### src/rtl/wb_arb2_pkg.sv
// rtl/wb_arb2_pkg.sv - shared constants for the two-master Wishbone arbiter
//
// Purpose : state encoding, one-hot grant constants and a saturating
//           counter helper shared by wb_arb2 and wb_arb_wdog.
// Ports   : none (package).

package wb_arb2_pkg;

    // Arbiter FSM state encoding.
    localparam logic [1:0] ST_IDLE = 2'd0;
    localparam logic [1:0] ST_GNT0 = 2'd1;
    localparam logic [1:0] ST_GNT1 = 2'd2;

    // One-hot grant vector values presented on gnt_o.
    localparam logic [1:0] GNT_NONE = 2'b00;
    localparam logic [1:0] GNT_M0   = 2'b01;
    localparam logic [1:0] GNT_M1   = 2'b10;

    // 8-bit increment that sticks at all-ones instead of wrapping.
    function automatic logic [7:0] sat_inc8(input logic [7:0] v);
        return (v == 8'hFF) ? v : v + 8'd1;
    endfunction

endpackage

### src/rtl/wb_arb_wdog.sv
// rtl/wb_arb_wdog.sv - per-transfer ack watchdog with saturating timeout count
//
// Purpose : counts consecutive strobe cycles without a slave response and
//           raises a one-cycle expiry pulse when the limit is reached.
// Ports   :
//   clk       in   clock
//   rst_n     in   asynchronous active-low reset
//   i_stb     in   strobe currently presented to the slave
//   i_ack     in   slave ack
//   i_err     in   slave err
//   o_expire  out  combinational expiry pulse (stb held TIMEOUT cycles, no ack)
//   o_tmo_cnt out  saturating count of expiries

module wb_arb_wdog
    import wb_arb2_pkg::*;
#(
    parameter int TIMEOUT = 255
) (
    input  logic       clk,
    input  logic       rst_n,
    input  logic       i_stb,
    input  logic       i_ack,
    input  logic       i_err,
    output logic       o_expire,
    output logic [7:0] o_tmo_cnt
);

    localparam int             CW    = $clog2(TIMEOUT + 1);
    localparam logic [CW-1:0]  LIMIT = CW'(TIMEOUT - 1);

    logic [CW-1:0] r_wdc;
    logic [7:0]    r_tmo_cnt;
    logic          w_wait;

    // A strobe cycle that got neither ack nor err is a cycle spent waiting.
    assign w_wait = i_stb & ~i_ack & ~i_err;

    // Expiry fires on the TIMEOUT-th waiting cycle; an ack in that same
    // cycle completes the transfer normally and suppresses the expiry.
    assign o_expire  = i_stb & ~i_ack & (r_wdc == LIMIT);
    assign o_tmo_cnt = r_tmo_cnt;

    always_ff @(posedge clk or negedge rst_n) begin
        if (!rst_n) begin
            r_wdc     <= '0;
            r_tmo_cnt <= 8'd0;
        end else begin
            if (o_expire || !w_wait) begin
                r_wdc <= '0;
            end else begin
                r_wdc <= r_wdc + 1'b1;
            end
            if (o_expire) begin
                r_tmo_cnt <= sat_inc8(r_tmo_cnt);
            end
        end
    end

endmodule

### src/rtl/wb_arb2.sv
// rtl/wb_arb2.sv - two-master one-slave Wishbone arbiter with round-robin grant
//
// Purpose : lets two Wishbone masters share one slave. Grant is round-robin
//           on ties, locked for the whole cyc period, and a watchdog turns a
//           missing slave ack into an error response.
// Ports   :
//   wb_clk_i            in   clock
//   wb_rst_i            in   asynchronous active-low reset
//   m0_* / m1_* (_i)    in   master request: adr, dat, sel, we, cyc, stb
//   m0_* / m1_* (_o)    out  master response: dat, ack, err
//   s_*_o               out  slave request: adr, dat, sel, we, cyc, stb
//   s_dat_i/ack_i/err_i in   slave response
//   gnt_o               out  one-hot grant (01 = m0, 10 = m1, 00 = idle)
//   tmo_cnt_o           out  saturating count of watchdog timeouts

module wb_arb2
    import wb_arb2_pkg::*;
#(
    parameter int AW      = 32,
    parameter int DW      = 32,
    parameter int SW      = 4,
    parameter int TIMEOUT = 255
) (
    input  logic          wb_clk_i,
    input  logic          wb_rst_i,

    input  logic [AW-1:0] m0_adr_i,
    input  logic [DW-1:0] m0_dat_i,
    input  logic [SW-1:0] m0_sel_i,
    input  logic          m0_we_i,
    input  logic          m0_cyc_i,
    input  logic          m0_stb_i,
    output logic [DW-1:0] m0_dat_o,
    output logic          m0_ack_o,
    output logic          m0_err_o,

    input  logic [AW-1:0] m1_adr_i,
    input  logic [DW-1:0] m1_dat_i,
    input  logic [SW-1:0] m1_sel_i,
    input  logic          m1_we_i,
    input  logic          m1_cyc_i,
    input  logic          m1_stb_i,
    output logic [DW-1:0] m1_dat_o,
    output logic          m1_ack_o,
    output logic          m1_err_o,

    output logic [AW-1:0] s_adr_o,
    output logic [DW-1:0] s_dat_o,
    output logic [SW-1:0] s_sel_o,
    output logic          s_we_o,
    output logic          s_cyc_o,
    output logic          s_stb_o,
    input  logic [DW-1:0] s_dat_i,
    input  logic          s_ack_i,
    input  logic          s_err_i,

    output logic [1:0]    gnt_o,
    output logic [7:0]    tmo_cnt_o
);

    logic [1:0] r_state;
    logic [1:0] w_state_nxt;
    logic       r_last;       // last-granted master: 0 = m0, 1 = m1
    logic       w_last_nxt;
    logic       w_g0;
    logic       w_g1;
    logic       w_expire;
    logic       w_err;

    assign w_g0 = (r_state == ST_GNT0);
    assign w_g1 = (r_state == ST_GNT1);

    // ------------------------------------------------------------------
    // Arbitration FSM
    // ------------------------------------------------------------------
    always_comb begin
        w_state_nxt = r_state;
        w_last_nxt  = r_last;
        case (r_state)
            ST_IDLE: begin
                if (m0_cyc_i && m1_cyc_i) begin
                    // Tie goes to whichever master was not served last.
                    w_state_nxt = r_last ? ST_GNT0 : ST_GNT1;
                end else if (m0_cyc_i) begin
                    w_state_nxt = ST_GNT0;
                end else if (m1_cyc_i) begin
                    w_state_nxt = ST_GNT1;
                end
            end
            ST_GNT0: begin
                if (w_expire) begin
                    // Timeout always drops back to IDLE so the slave sees
                    // cyc deasserted for at least one cycle.
                    w_last_nxt  = 1'b0;
                    w_state_nxt = ST_IDLE;
                end else if (!m0_cyc_i) begin
                    w_last_nxt  = 1'b0;
                    w_state_nxt = m1_cyc_i ? ST_GNT1 : ST_IDLE;
                end
            end
            ST_GNT1: begin
                if (w_expire) begin
                    w_last_nxt  = 1'b1;
                    w_state_nxt = ST_IDLE;
                end else if (!m1_cyc_i) begin
                    w_last_nxt  = 1'b1;
                    w_state_nxt = m0_cyc_i ? ST_GNT0 : ST_IDLE;
                end
            end
            default: begin
                w_state_nxt = ST_IDLE;
            end
        endcase
    end

    always_ff @(posedge wb_clk_i or negedge wb_rst_i) begin
        if (!wb_rst_i) begin
            r_state <= ST_IDLE;
            r_last  <= 1'b1;
        end else begin
            r_state <= w_state_nxt;
            r_last  <= w_last_nxt;
        end
    end

    // ------------------------------------------------------------------
    // Request routing. Control strobes are qualified by grant, so IDLE
    // (including reset) forwards nothing. Address/data/select default to
    // m0 but are forced to zero while reset is held.
    // ------------------------------------------------------------------
    assign s_cyc_o = (w_g0 & m0_cyc_i) | (w_g1 & m1_cyc_i);
    assign s_stb_o = (w_g0 & m0_stb_i) | (w_g1 & m1_stb_i);
    assign s_we_o  = (w_g0 & m0_we_i)  | (w_g1 & m1_we_i);

    assign s_adr_o = !wb_rst_i ? '0 : (w_g1 ? m1_adr_i : m0_adr_i);
    assign s_dat_o = !wb_rst_i ? '0 : (w_g1 ? m1_dat_i : m0_dat_i);
    assign s_sel_o = !wb_rst_i ? '0 : (w_g1 ? m1_sel_i : m0_sel_i);

    // ------------------------------------------------------------------
    // Response routing
    // ------------------------------------------------------------------
    assign m0_dat_o = !wb_rst_i ? '0 : s_dat_i;
    assign m1_dat_o = !wb_rst_i ? '0 : s_dat_i;

    // A watchdog expiry looks like a slave error to the granted master.
    assign w_err = s_err_i | w_expire;

    assign m0_ack_o = s_ack_i & w_g0 & m0_stb_i;
    assign m1_ack_o = s_ack_i & w_g1 & m1_stb_i;
    assign m0_err_o = w_err   & w_g0 & m0_stb_i;
    assign m1_err_o = w_err   & w_g1 & m1_stb_i;

    assign gnt_o = w_g0 ? GNT_M0 : (w_g1 ? GNT_M1 : GNT_NONE);

    // ------------------------------------------------------------------
    // Watchdog
    // ------------------------------------------------------------------
    wb_arb_wdog #(
        .TIMEOUT (TIMEOUT)
    ) u_wdog (
        .clk       (wb_clk_i),
        .rst_n     (wb_rst_i),
        .i_stb     (s_stb_o),
        .i_ack     (s_ack_i),
        .i_err     (s_err_i),
        .o_expire  (w_expire),
        .o_tmo_cnt (tmo_cnt_o)
    );

endmodule

### config.mk
export PLATFORM = sky130hd
export DESIGN_NAME = wb_arb2
export DESIGN_NICKNAME = d
export VERILOG_FILES = /design/src/rtl/wb_arb2_pkg.sv /design/src/rtl/wb_arb_wdog.sv /design/src/rtl/wb_arb2.sv
export SDC_FILE = /design/constraint.sdc
export NUM_CORES = 1
export LEC_CHECK = 0
export BUFFER_PORTS_ARGS = -buffer_cell sky130_fd_sc_hd__buf_2
export CORE_AREA = 2 2 127 129
export CTS_CLUSTER_DIAMETER = 50
export CTS_CLUSTER_SIZE = 8
export DETAILED_ROUTE_END_ITERATION = 7
export DIE_AREA = 0 0 129 131
export GPL_TIMING_DRIVEN = 0
export PLACE_DENSITY_LB_ADDON = 0.25
export SLEW_MARGIN = 15
export SYNTH_ARGS = -nofsm -noshare
export SYNTH_HDL_FRONTEND = slang
export SYNTH_SLANG_ARGS = --single-unit
### constraint.sdc
create_clock -name wb_clk_i -period 2.02 [get_ports wb_clk_i]
set_input_delay 0.101 -clock wb_clk_i [delete_from_list [all_inputs] [get_ports wb_clk_i]]
set_output_delay 0.101 -clock wb_clk_i [all_outputs]
set_load 0.03 [all_outputs]
==> impl_metrics.ini, run 1 <==
[logic_synthesis]
yosysWarnings = 0
ys.flop_type = dfrtp_1
synth_cell_types = 38
synth_top_area_share_pct = 24.5
synth-compound-area-share_pct = 5.05
synth.most_common_cell = nor2b_1
synth_simple_gate_area_share_pct = 31.7
synth_area_leaders = mux2i_1 25%, dfrtp_1 16%, nor2b_1 16%
ys_ff_latch = 19
synth_edf_count = 0
async_flop_share_pct = 100
synthAdderAreaFrac_pct = 3.61
synth_common_cells = 70 x nor2b_1, 68 x mux2i_1, 33 x buf_4, 32 x and2_1, 18 x dfrtp_1
syn_nets = 526
syn-cell-area_mm2 = 0.00278
synth_top_family_by_area = simple AND/OR/NAND/NOR gates
syn_avg_cell_area_um2 = 8.16
syn_inst = 340
synth_area_leader_cell = mux2i_1
synth_mux_area_share_pct = 25.3
seq_area_frac_synth_pct = 17.2
synth-xor-area-share_pct = 3.47

[cts]
clk_pin_slew_worst_paths_ps = 60
htreeDepth = 1
cts_root_buf = clkbuf_16
clockBufferDepth = 2
tritoncts = yes
cts_buffers = 3
numClockSinks = 19
clkLatencyLatePin_ps = 250

[pwr]
pwr-share-seq_pct = 10.9
power_switching_mw = 2.11
clock_power_share_pct = 9.6
swShare_pct = 49.2
combPwrFrac_pct = 79.5
power.internal_mw = 2.18
vdd_ir_drop_max_uv = 536
p_per_area_mw_per_mm2 = 840
p_leak_nw = 2.78
power_mw = 4.29

[drt]
via_per_inst = 3.90
drt_iter0_drc = 55
routedWlPerCell_um = 14.5
vias = 3475
first_pass_iters = 4
wirelength_mm = 12.9
drt_drc_violations_left = 0
detail-route-antenna-nets = 0

[global_route]
antenna_found_initial = 0
grt.overflow.total = 0
grt_pass1_wl_mm = 16.7
grt_pass1_vias = 3057
track_usage_pct = 12.8
grt_max_degree = 19

[layout]
n_antenna_cell = 0
final_area_mm2 = 0.00510
final_cells = 892
fillers = 1729
drive_gt1_share_pct = 60.7
area_growth_pct = 83.9
fin_nets = 863

[sta]
fin_skew_ps = 3.88
rsz0062_at_grt = yes
whs_ps = 278
hold_violations = 0
finalSetupViolCount = 0
worst_slack_ps = 48.4
slew_viol_final = 0
fmax_mhz = 507
worst_pin_slew_ps = 837
worst_slew_margin_rel_pct = 44.0
period_share_pct = 97.6
fin_crit_ps = 1970

[run]
drv_cap = 0

[floorplan]
std_cell_rows = 46
die_w_um = 129
fp.coreArea_mm2 = 0.0156
start_util_pct = 17.8
fp.dieArea_mm2 = 0.0169
die_h_um = 131
io_pins = 327

[placed_design]
pre_cts_ws_ps = -710
placed_cell_area_mm2 = 0.00469
place.gp.congestion = 0.754
dp_cells = 881
portBuffers = 325
hpwl_mm = 10.8

[worst_setup_path]
critPathArrivalTime_ps = 1870
path_max_fanout = 10
end_kind = output port
path_class = reg -> out
critPathRequiredTime_ps = 1920
startpoint_type = register

[status]
status = completed

[worst_hold_path]
hp-class = in -> reg
cell usage in the layout (no fill, tap or decap), types with 3 or more instances in the layout:
| master | count |
|---|---|
| ha_1 | 6 |
| nor2b_2 | 9 |
| mux2i_1 | 60 |
| nor2b_1 | 61 |
| buf_6 | 6 |
| xor2_1 | 4 |
| buf_4 | 46 |
| nand2_1 | 12 |
| and2_1 | 32 |
| mux2i_2 | 3 |
| mux2i_4 | 5 |
| a21oi_1 | 6 |
| nor2_1 | 16 |
| o21ai_0 | 3 |
| buf_12 | 3 |
| buf_2 | 313 |
| nor3_1 | 3 |
| inv_1 | 7 |
| clkbuf_1 | 10 |
| clkbuf_16 | 5 |
| nand3_1 | 4 |
| dfrtp_1 | 16 |
| xnor2_1 | 7 |
stage by stage:
step	util [%]	setup TNS [ps]
2_1_floorplan	-	0
3_3_place_gp	30.1	-40950
5_1_grt	32.7	-36.3
3_5_place_dp	30.1	-38800
4_1_cts	31.9	-47.3
6_report	32.7	0
path summary, 6_finish.rpt:
check | from | end | slack [ps] | depth (start not counted)
max | r_state[1] | s_adr_o[27] | 50 | 7
min | m1_cyc_i | r_last | 280 | 4
max reg2reg | r_state[0] | u_wdog.o_tmo_cnt[4] | 70 | 6
min reg2reg | r_last | r_last | 490 | 2
max in group asynchronous | wb_rst_i | r_state[1] | 910 | 2
min in group asynchronous | wb_rst_i | r_last | 370 | 2
state kept, by name, indices dropped and copies added (netlist names):
signal            flops
r_state               2
u_wdog.o_tmo_cnt      8
r_last                1
u_wdog.r_wdc          8
cell type report:
cell class              instances  area [um2]  share of cell area (%)
multi-input cells             257        2050                    40.2
repair buffers                334        1760                    34.5
flip-flops and latches         19         479                    9.39
plain buffers                  53         424                    8.31
well taps                     216         270                    5.30
clock buffers                   3        75.1                    1.47
inverters                       9        36.3                   0.711
clock inverters                 1        5.00                  0.0981
per-layer routing:
metal	share of wire, %	vias up	global-route usage [%]	routed length [um]
met5	0	-	0	0
met4	0.22	0	1.21	28
met3	6.4	4	2.32	829
met2	51	151	22.8	6630
met1	42	1545	16.6	5400
li1	-	1775	-	-
cells by family after synthesis:
group	Yosys count
buffers and inverters	64
flip-flops	19
AND/OR/NAND/NOR	147
AO/OA/AOI/OAI	21
multiplexers	70
XOR/XNOR	11
adder cells (fa/ha/maj)	8
power by group through the flow:
stage | Clock [mW] | Sequential [mW] | Combinational (mW)
6_report | 0.413 | 0.466 | 3.41
5_1_grt | 0.437 | 0.470 | 3.65
4_1_cts | 0.429 | 0.453 | 3.20
3_5_place_dp | 0 | 0.462 | 2.90
3_3_place_gp | 0 | 0.464 | 2.91
2_1_floorplan | 0 | 0.452 | 2.07
critical path, stage by stage, from the launching register on:
cell	delay, ps
dfrtp_2	420
buf_6	140
ha_4	190
clkbuf_16	180
buf_8	170
mux2i_4	190
nor2b_1	100
buf_2	210
timing repair:
item                                    in CTS  in global routing
endpoints found under the hold margin       18                  0
buffers inserted                             3                  2
gates resized for setup                     46                 27
hold buffers                                 2                  0
endpoints found under the setup margin     133                 53
pin swaps                                    1                  3
cloned                                       0                  2
Note: power is estimated with default switching activity, not from simulation.
==> run 2: changes to the inputs <==
--- a/config.mk
+++ b/config.mk
@@ -12,7 +12,7 @@
 export DETAILED_ROUTE_END_ITERATION = 7
 export DIE_AREA = 0 0 129 131
 export GPL_TIMING_DRIVEN = 0
-export PLACE_DENSITY_LB_ADDON = 0.25
+export PLACE_DENSITY = 0.54
 export SLEW_MARGIN = 15
 export SYNTH_ARGS = -nofsm -noshare
 export SYNTH_HDL_FRONTEND = slang
==> run 2 against run 1 <==
  * Sequential cell count did not move
  * Core utilization rose by 0.26 points
  * Non-clock buffer count rose by 4
  * First-iteration DRC count rose by 110%
  * Register-to-register slack barely moved
  * Final cell count rose by 0.45%
  * Clock-buffer cell count rose by 1
  * Clock skew fell by 3.3 ps
  * Critical endpoint is now s_dat_o[22]
  * Largest cell class unchanged
  * Largest power group unchanged
==> impl_metrics.ini, run 2 (synthesis results as in run 1) <==
[global_route]
grt_max_degree = 19
grt_pass1_vias = 3100
antenna_found_initial = 2
grt_pass1_wl_mm = 17.8
track_usage_pct = 13.6
grt.overflow.total = 0

[worst_hold_path]
min_delay_path_depth = 4
hp-class = in -> reg
worst_hold_startpoint = m1_cyc_i
min_to = r_last

[sta]
rsz0062_at_grt = yes
hold_violations = 0
worst_pin_slew_ps = 830
fmax_mhz = 506
finalSetupViolCount = 0
slew_viol_final = 0
worst_slew_margin_rel_pct = 44.5
fin_crit_ps = 1980
period_share_pct = 97.9
fin_skew_ps = 0.553

[cts]
htreeDepth = 1
cts_root_buf = clkbuf_16
cts_buffers = 3
clockBufferDepth = 2
clk_pin_slew_worst_paths_ps = 50
clkLatencyLatePin_ps = 250
tritoncts = yes
numClockSinks = 19

[worst_setup_path]
critPathArrivalTime_ps = 1880
timing.rr.start = r_state[0]
path_max_fanout = 10
end_kind = output port
reg2reg_to = u_wdog.o_tmo_cnt[4]
reg2regPathDepth = 7
critPathRequiredTime_ps = 1920
startpoint_type = register
path_class = reg -> out
rrSetupSlack_ps = 70

[drt]
drt_drc_violations_left = 0
drt_iter0_drc = 116
wirelength_mm = 13.3
detail-route-antenna-nets = 0
first_pass_iters = 4
routedWlPerCell_um = 14.8
via_per_inst = 3.96
vias = 3545

[layout]
area_growth_pct = 85.3
n_antenna_cell = 0
final_common_cell = buf_2
ff_latch_area_um2 = 478
fin_util_pct = 33.0
final_cell_mix = 316 x buf_2, 61 x nor2b_1, 55 x mux2i_1
final_cells = 896
drive_gt1_share_pct = 61.6
fin_nets = 867
multi_input_area_mm2 = 0.00210
final_area_mm2 = 0.00514
fillers = 1688

[pwr]
p_leak_nw = 2.79
swShare_pct = 49.7
clock_power_share_pct = 9.4
power_switching_mw = 2.15
pwr-share-seq_pct = 10.5
power.internal_mw = 2.17
power_mw = 4.32
p_per_area_mw_per_mm2 = 840
vdd_ir_drop_max_uv = 327
combPwrFrac_pct = 80.0

[status]
status = completed

[floorplan]
fp.coreArea_mm2 = 0.0156
io_pins = 327
die_h_um = 131
start_util_pct = 17.8
die_w_um = 129
std_cell_rows = 46
fp.dieArea_mm2 = 0.0169

[placed_design]
placed_cell_area_mm2 = 0.00469
place.gp.congestion = 0.776
hpwl_mm = 11.2
portBuffers = 325
dp_cells = 881

[run]
drv_cap = 0
run 2: worst max path at each step:
stage                           from  slack (ps)  cells past startpoint           to
after floorplan           r_state[0]          30                      6     m1_err_o
after global placement    r_state[0]        -740                      7   s_sel_o[2]
after detailed placement  r_state[0]        -710                      7  s_dat_o[30]
after CTS                 r_state[0]          -1                      7  s_adr_o[22]
after global routing      r_state[0]         -20                      7  s_adr_o[23]
final                     r_state[1]          40                      7  s_dat_o[22]
run 2: final cells by class:
cell class / count / share of cell area (%)
buffer: 55 / 8.54
inverter: 9 / 0.705
clock buffer: 4 / 1.53
tap: 216 / 5.25
timing repair buffer: 336 / 33.8
multi-input combinational: 257 / 40.9
sequential: 19 / 9.29
run 2: power groups by stage:
stage | Sequential, mW | Combinational, mW | Clock, mW
floorplan | 0.452 | 2.07 | 0
global placement | 0.459 | 2.95 | 0
detailed placement | 0.460 | 2.94 | 0
CTS | 0.447 | 3.27 | 0.420
global route | 0.458 | 3.69 | 0.449
finish | 0.455 | 3.46 | 0.407
run 2: repair_timing:
item | CTS | global route
hold endpoints to repair | 18 | 0
endpoints found under the setup margin | 122 | 31
pin swaps | 1 | 2
hold buffers | 2 | 0
gates resized for setup | 41 | 38
setup buffers | 5 | 4
run 2: metrics by stage:
| step | setup slack [ps] | hold WS, ps | setup TNS [ps] |
|---|---|---|---|
| 6_report | 42.0 | 245 | 0 |
| 5_1_grt | -16.9 | 305 | -36.3 |
| 4_1_cts | -1.04 | 247 | -1.54 |
| 3_5_place_dp | -711 | 78.9 | -30650 |
| 3_3_place_gp | -737 | 87.6 | -33500 |
| 2_1_floorplan | 25.3 | -195 | 0 |
run 2: per-layer routing:
| metal | vias to the layer above | global-route usage, % | share of wire, % |
|---|---|---|---|
| met5 | - | 0 | 0 |
| met1 | 1614 | 19.1 | 44 |
| met3 | 4 | 1.43 | 5.6 |
| li1 | 1782 | - | - |
| met4 | 0 | 0.959 | 0.19 |
| met2 | 145 | 23.7 | 50 |
run 2: worst max-delay path, stage by stage (launching register included):
cell and delay [ps]:
dfrtp_1 390, buf_4 150, ha_4 180, clkbuf_16 190, buf_8 160, mux2i_4 200, nor2b_1 150, buf_4 180
==> run 3: changes to the inputs <==
--- a/config.mk
+++ b/config.mk
@@ -5,12 +5,13 @@
 export SDC_FILE = /design/constraint.sdc
 export NUM_CORES = 1
 export LEC_CHECK = 0
+export ABC_AREA = 1
 export BUFFER_PORTS_ARGS = -buffer_cell sky130_fd_sc_hd__buf_2
-export CORE_AREA = 2 2 127 129
+export CORE_AREA = 2 2 126 128
 export CTS_CLUSTER_DIAMETER = 50
 export CTS_CLUSTER_SIZE = 8
 export DETAILED_ROUTE_END_ITERATION = 7
-export DIE_AREA = 0 0 129 131
+export DIE_AREA = 0 0 128 130
 export GPL_TIMING_DRIVEN = 0
 export PLACE_DENSITY = 0.54
 export SLEW_MARGIN = 15
==> run 3 against run 2 <==
  * Combinational power down 5%
  * Via count up 14%
  * Clock-buffer cell count down 1
  * Core utilization down 1.9 points
  * Largest cell class unchanged
  * Critical path type unchanged
  * Clock power about the same
==> impl_metrics.ini, run 3 <==
[status]
status = completed

[cts]
htreeDepth = 1
cts_root_buf = clkbuf_16
clk_pin_slew_worst_paths_ps = 50
clkLatencyLatePin_ps = 250
cts_buffers = 3
numClockSinks = 19
clockBufferDepth = 2
tritoncts = yes

[global_route]
grt_max_degree = 19
antenna_found_initial = 1
track_usage_pct = 15.5
grt.overflow.total = 0
grt_pass1_vias = 3480
grt_pass1_wl_mm = 19.8

[floorplan]
std_cell_rows = 46
die_h_um = 130
start_util_pct = 17.0
die_w_um = 128
fp.dieArea_mm2 = 0.0166
fp.coreArea_mm2 = 0.0154
io_pins = 327

[drt]
drt_drc_violations_left = 0
routedWlPerCell_um = 14.5
first_pass_iters = 4
wirelength_mm = 14.5
via_per_inst = 4.03
detail-route-antenna-nets = 0
vias = 4029
drt_iter0_drc = 146

[layout]
drive_gt1_share_pct = 50.6
n_antenna_cell = 0
multi_input_area_mm2 = 0.00162
final_area_mm2 = 0.00480
final_cell_mix = 310 x buf_2, 150 x nor2_1, 69 x o21ai_0
fillers = 1780
final_common_cell = buf_2
ff_latch_area_um2 = 477
area_growth_pct = 82.7
fin_nets = 994

[logic_synthesis]
synth_top_area_share_pct = 21.9
synth_area_leader_cell = nor2_1
async_flop_share_pct = 100
synth.most_common_cell = nor2_1
synth_edf_count = 0
synth_common_cells = 153 x nor2_1, 69 x o21ai_0, 61 x nand2_1, 51 x inv_1, 33 x buf_4
syn_nets = 657
syn_inst = 471
syn-cell-area_mm2 = 0.00263
ys.flop_type = dfrtp_1
ys_ff_latch = 19
syn_avg_cell_area_um2 = 5.58
synth_area_leaders = nor2_1 22%, dfrtp_1 17%, o21ai_0 13%
synth_cell_types = 31
seq_area_frac_synth_pct = 18.1
yosysWarnings = 0

[pwr]
vdd_ir_drop_max_uv = 365
power_mw = 4.14
p_per_area_mw_per_mm2 = 862
p_leak_nw = 3.11

[worst_setup_path]
startpoint_type = register
path_max_fanout = 10
path_buf_inv = 5
critPathArrivalTime_ps = 1810
cp_slowest_cell = dfrtp_1
end_kind = output port
critPathRequiredTime_ps = 1920
crit_top_cell = nor2_1
cp.depth = 8
reg2regPathDepth = 11
crit_family = buffers and inverters
slowest_delay_ps = 370
path_class = reg -> out
crit_chain = inv_1, ha_4, buf_8, inv_6, clkbuf_4, nor2_1, nor2_1, buf_2

[placed_design]
hpwl_mm = 12.3
placed_cell_area_mm2 = 0.00450
place.gp.congestion = 0.830
portBuffers = 326

[sta]
rsz0062_at_grt = no
hold_violations = 0
worst_slew_margin_rel_pct = 45.1
fin_crit_ps = 1910
slew_viol_final = 0
fin_skew_ps = 1.31
period_share_pct = 94.6
finalSetupViolCount = 0
fmax_mhz = 524
worst_pin_slew_ps = 821

[run]
drv_cap = 0

[worst_hold_path]
min_delay_path_depth = 4
hp-class = in -> reg
## run 3: cell types whose count changed after synthesis, moves of 5 or more
cell	delta
nor2_1	+137
nand3_1	+7
nor2b_1	-70
inv_1	+42
mux2i_1	-68
nor2_2	+5
nand2_1	+49
o21ai_0	+66
and2_1	-32
clkbuf_1	+8
## run 3: final timing paths
kind / startpoint / to / slack (ps)
setup / recovery: r_state[0] / s_adr_o[6] / 110
hold / removal: s_err_i / u_wdog.r_wdc[3] / 130
setup reg to reg: r_state[0] / u_wdog.o_tmo_cnt[4] / 220
hold reg to reg: u_wdog.r_wdc[0] / u_wdog.r_wdc[0] / 480
max in group asynchronous: wb_rst_i / r_state[0] / 970
min in group asynchronous: wb_rst_i / r_last / 430
## run 3: area by class of cell
type | instances | area share [%]
Tap cell | 192 | 5.00
Multi-Input combinational cell | 341 | 33.8
Buffer | 59 | 9.04
Sequential cell | 19 | 9.93
Clock buffer | 3 | 1.56
Clock inverter | 1 | 0.104
Timing Repair Buffer | 332 | 36.4
Inverter | 52 | 4.17
## run 3: cell families after synthesis
family                     after synthesis  share of synthesized area (%)
xor gates and xnor gates                 9                           3.00
AOI/OAI and AO/OA                       78                           15.4
buffers and inverters                  111                           21.0
adders and majority gates                8                           3.81
and+or+nand+nor                        246                           38.6
DFF                                     19                           18.1
## run 3: what timing repair did
item,in CTS,in global routing
endpoints found under the hold margin,18,0
cloned,0,1
buffers inserted,3,0
hold buffers,2,0
resized for setup,30,45
setup endpoints to repair,128,40
pin swaps,2,4
## run 3: power breakdown
group | total, mW | switching (mW) | leakage, nW | internal (mW)
sequential | 0.436 | 0.0218 | 0.254 | 0.414
combinational | 3.29 | 2.19 | 2.81 | 1.10
clock | 0.409 | 0.144 | 0.0409 | 0.265
total | 4.14 | 2.36 | 3.11 | 1.78
## run 3: routing by layer
| metal | global-route usage [%] | part of all wire, % |
|---|---|---|
| met1 | 20.4 | 42 |
| met2 | 26.1 | 47 |
| met3 | 5.13 | 12 |
| met4 | 0.840 | 0.13 |
| met5 | 0 | 0 |
## run 3: worst reg2reg max path: stages (launching register included)
cell	delay, ps
dfrtp_1	370
inv_1	150
ha_4	190
clkbuf_16	150
nand2_4	60
nand2_2	70
nand2_2	110
nor2_8	120
buf_4	190
nand2_4	100
o21ai_2	120
nand2_1	60
## run 3: through the flow
| stage | instances | setup slack [ps] | util (%) | hold slack (ps) | TNS, ps |
|---|---|---|---|---|---|
| detailed placement | 989 | -559 | 29.2 | 71.3 | -14610 |
| CTS | 998 | 0.218 | 30.4 | 129 | 0 |
| floorplan | 471 | 124 | - | -195 | 0 |
| finish | 999 | 110 | 31.1 | 131 | 0 |
| global placement | 989 | -520 | 29.2 | 68.1 | -11330 |
| global route | 999 | 0.946 | 31.1 | 161 | 0 |
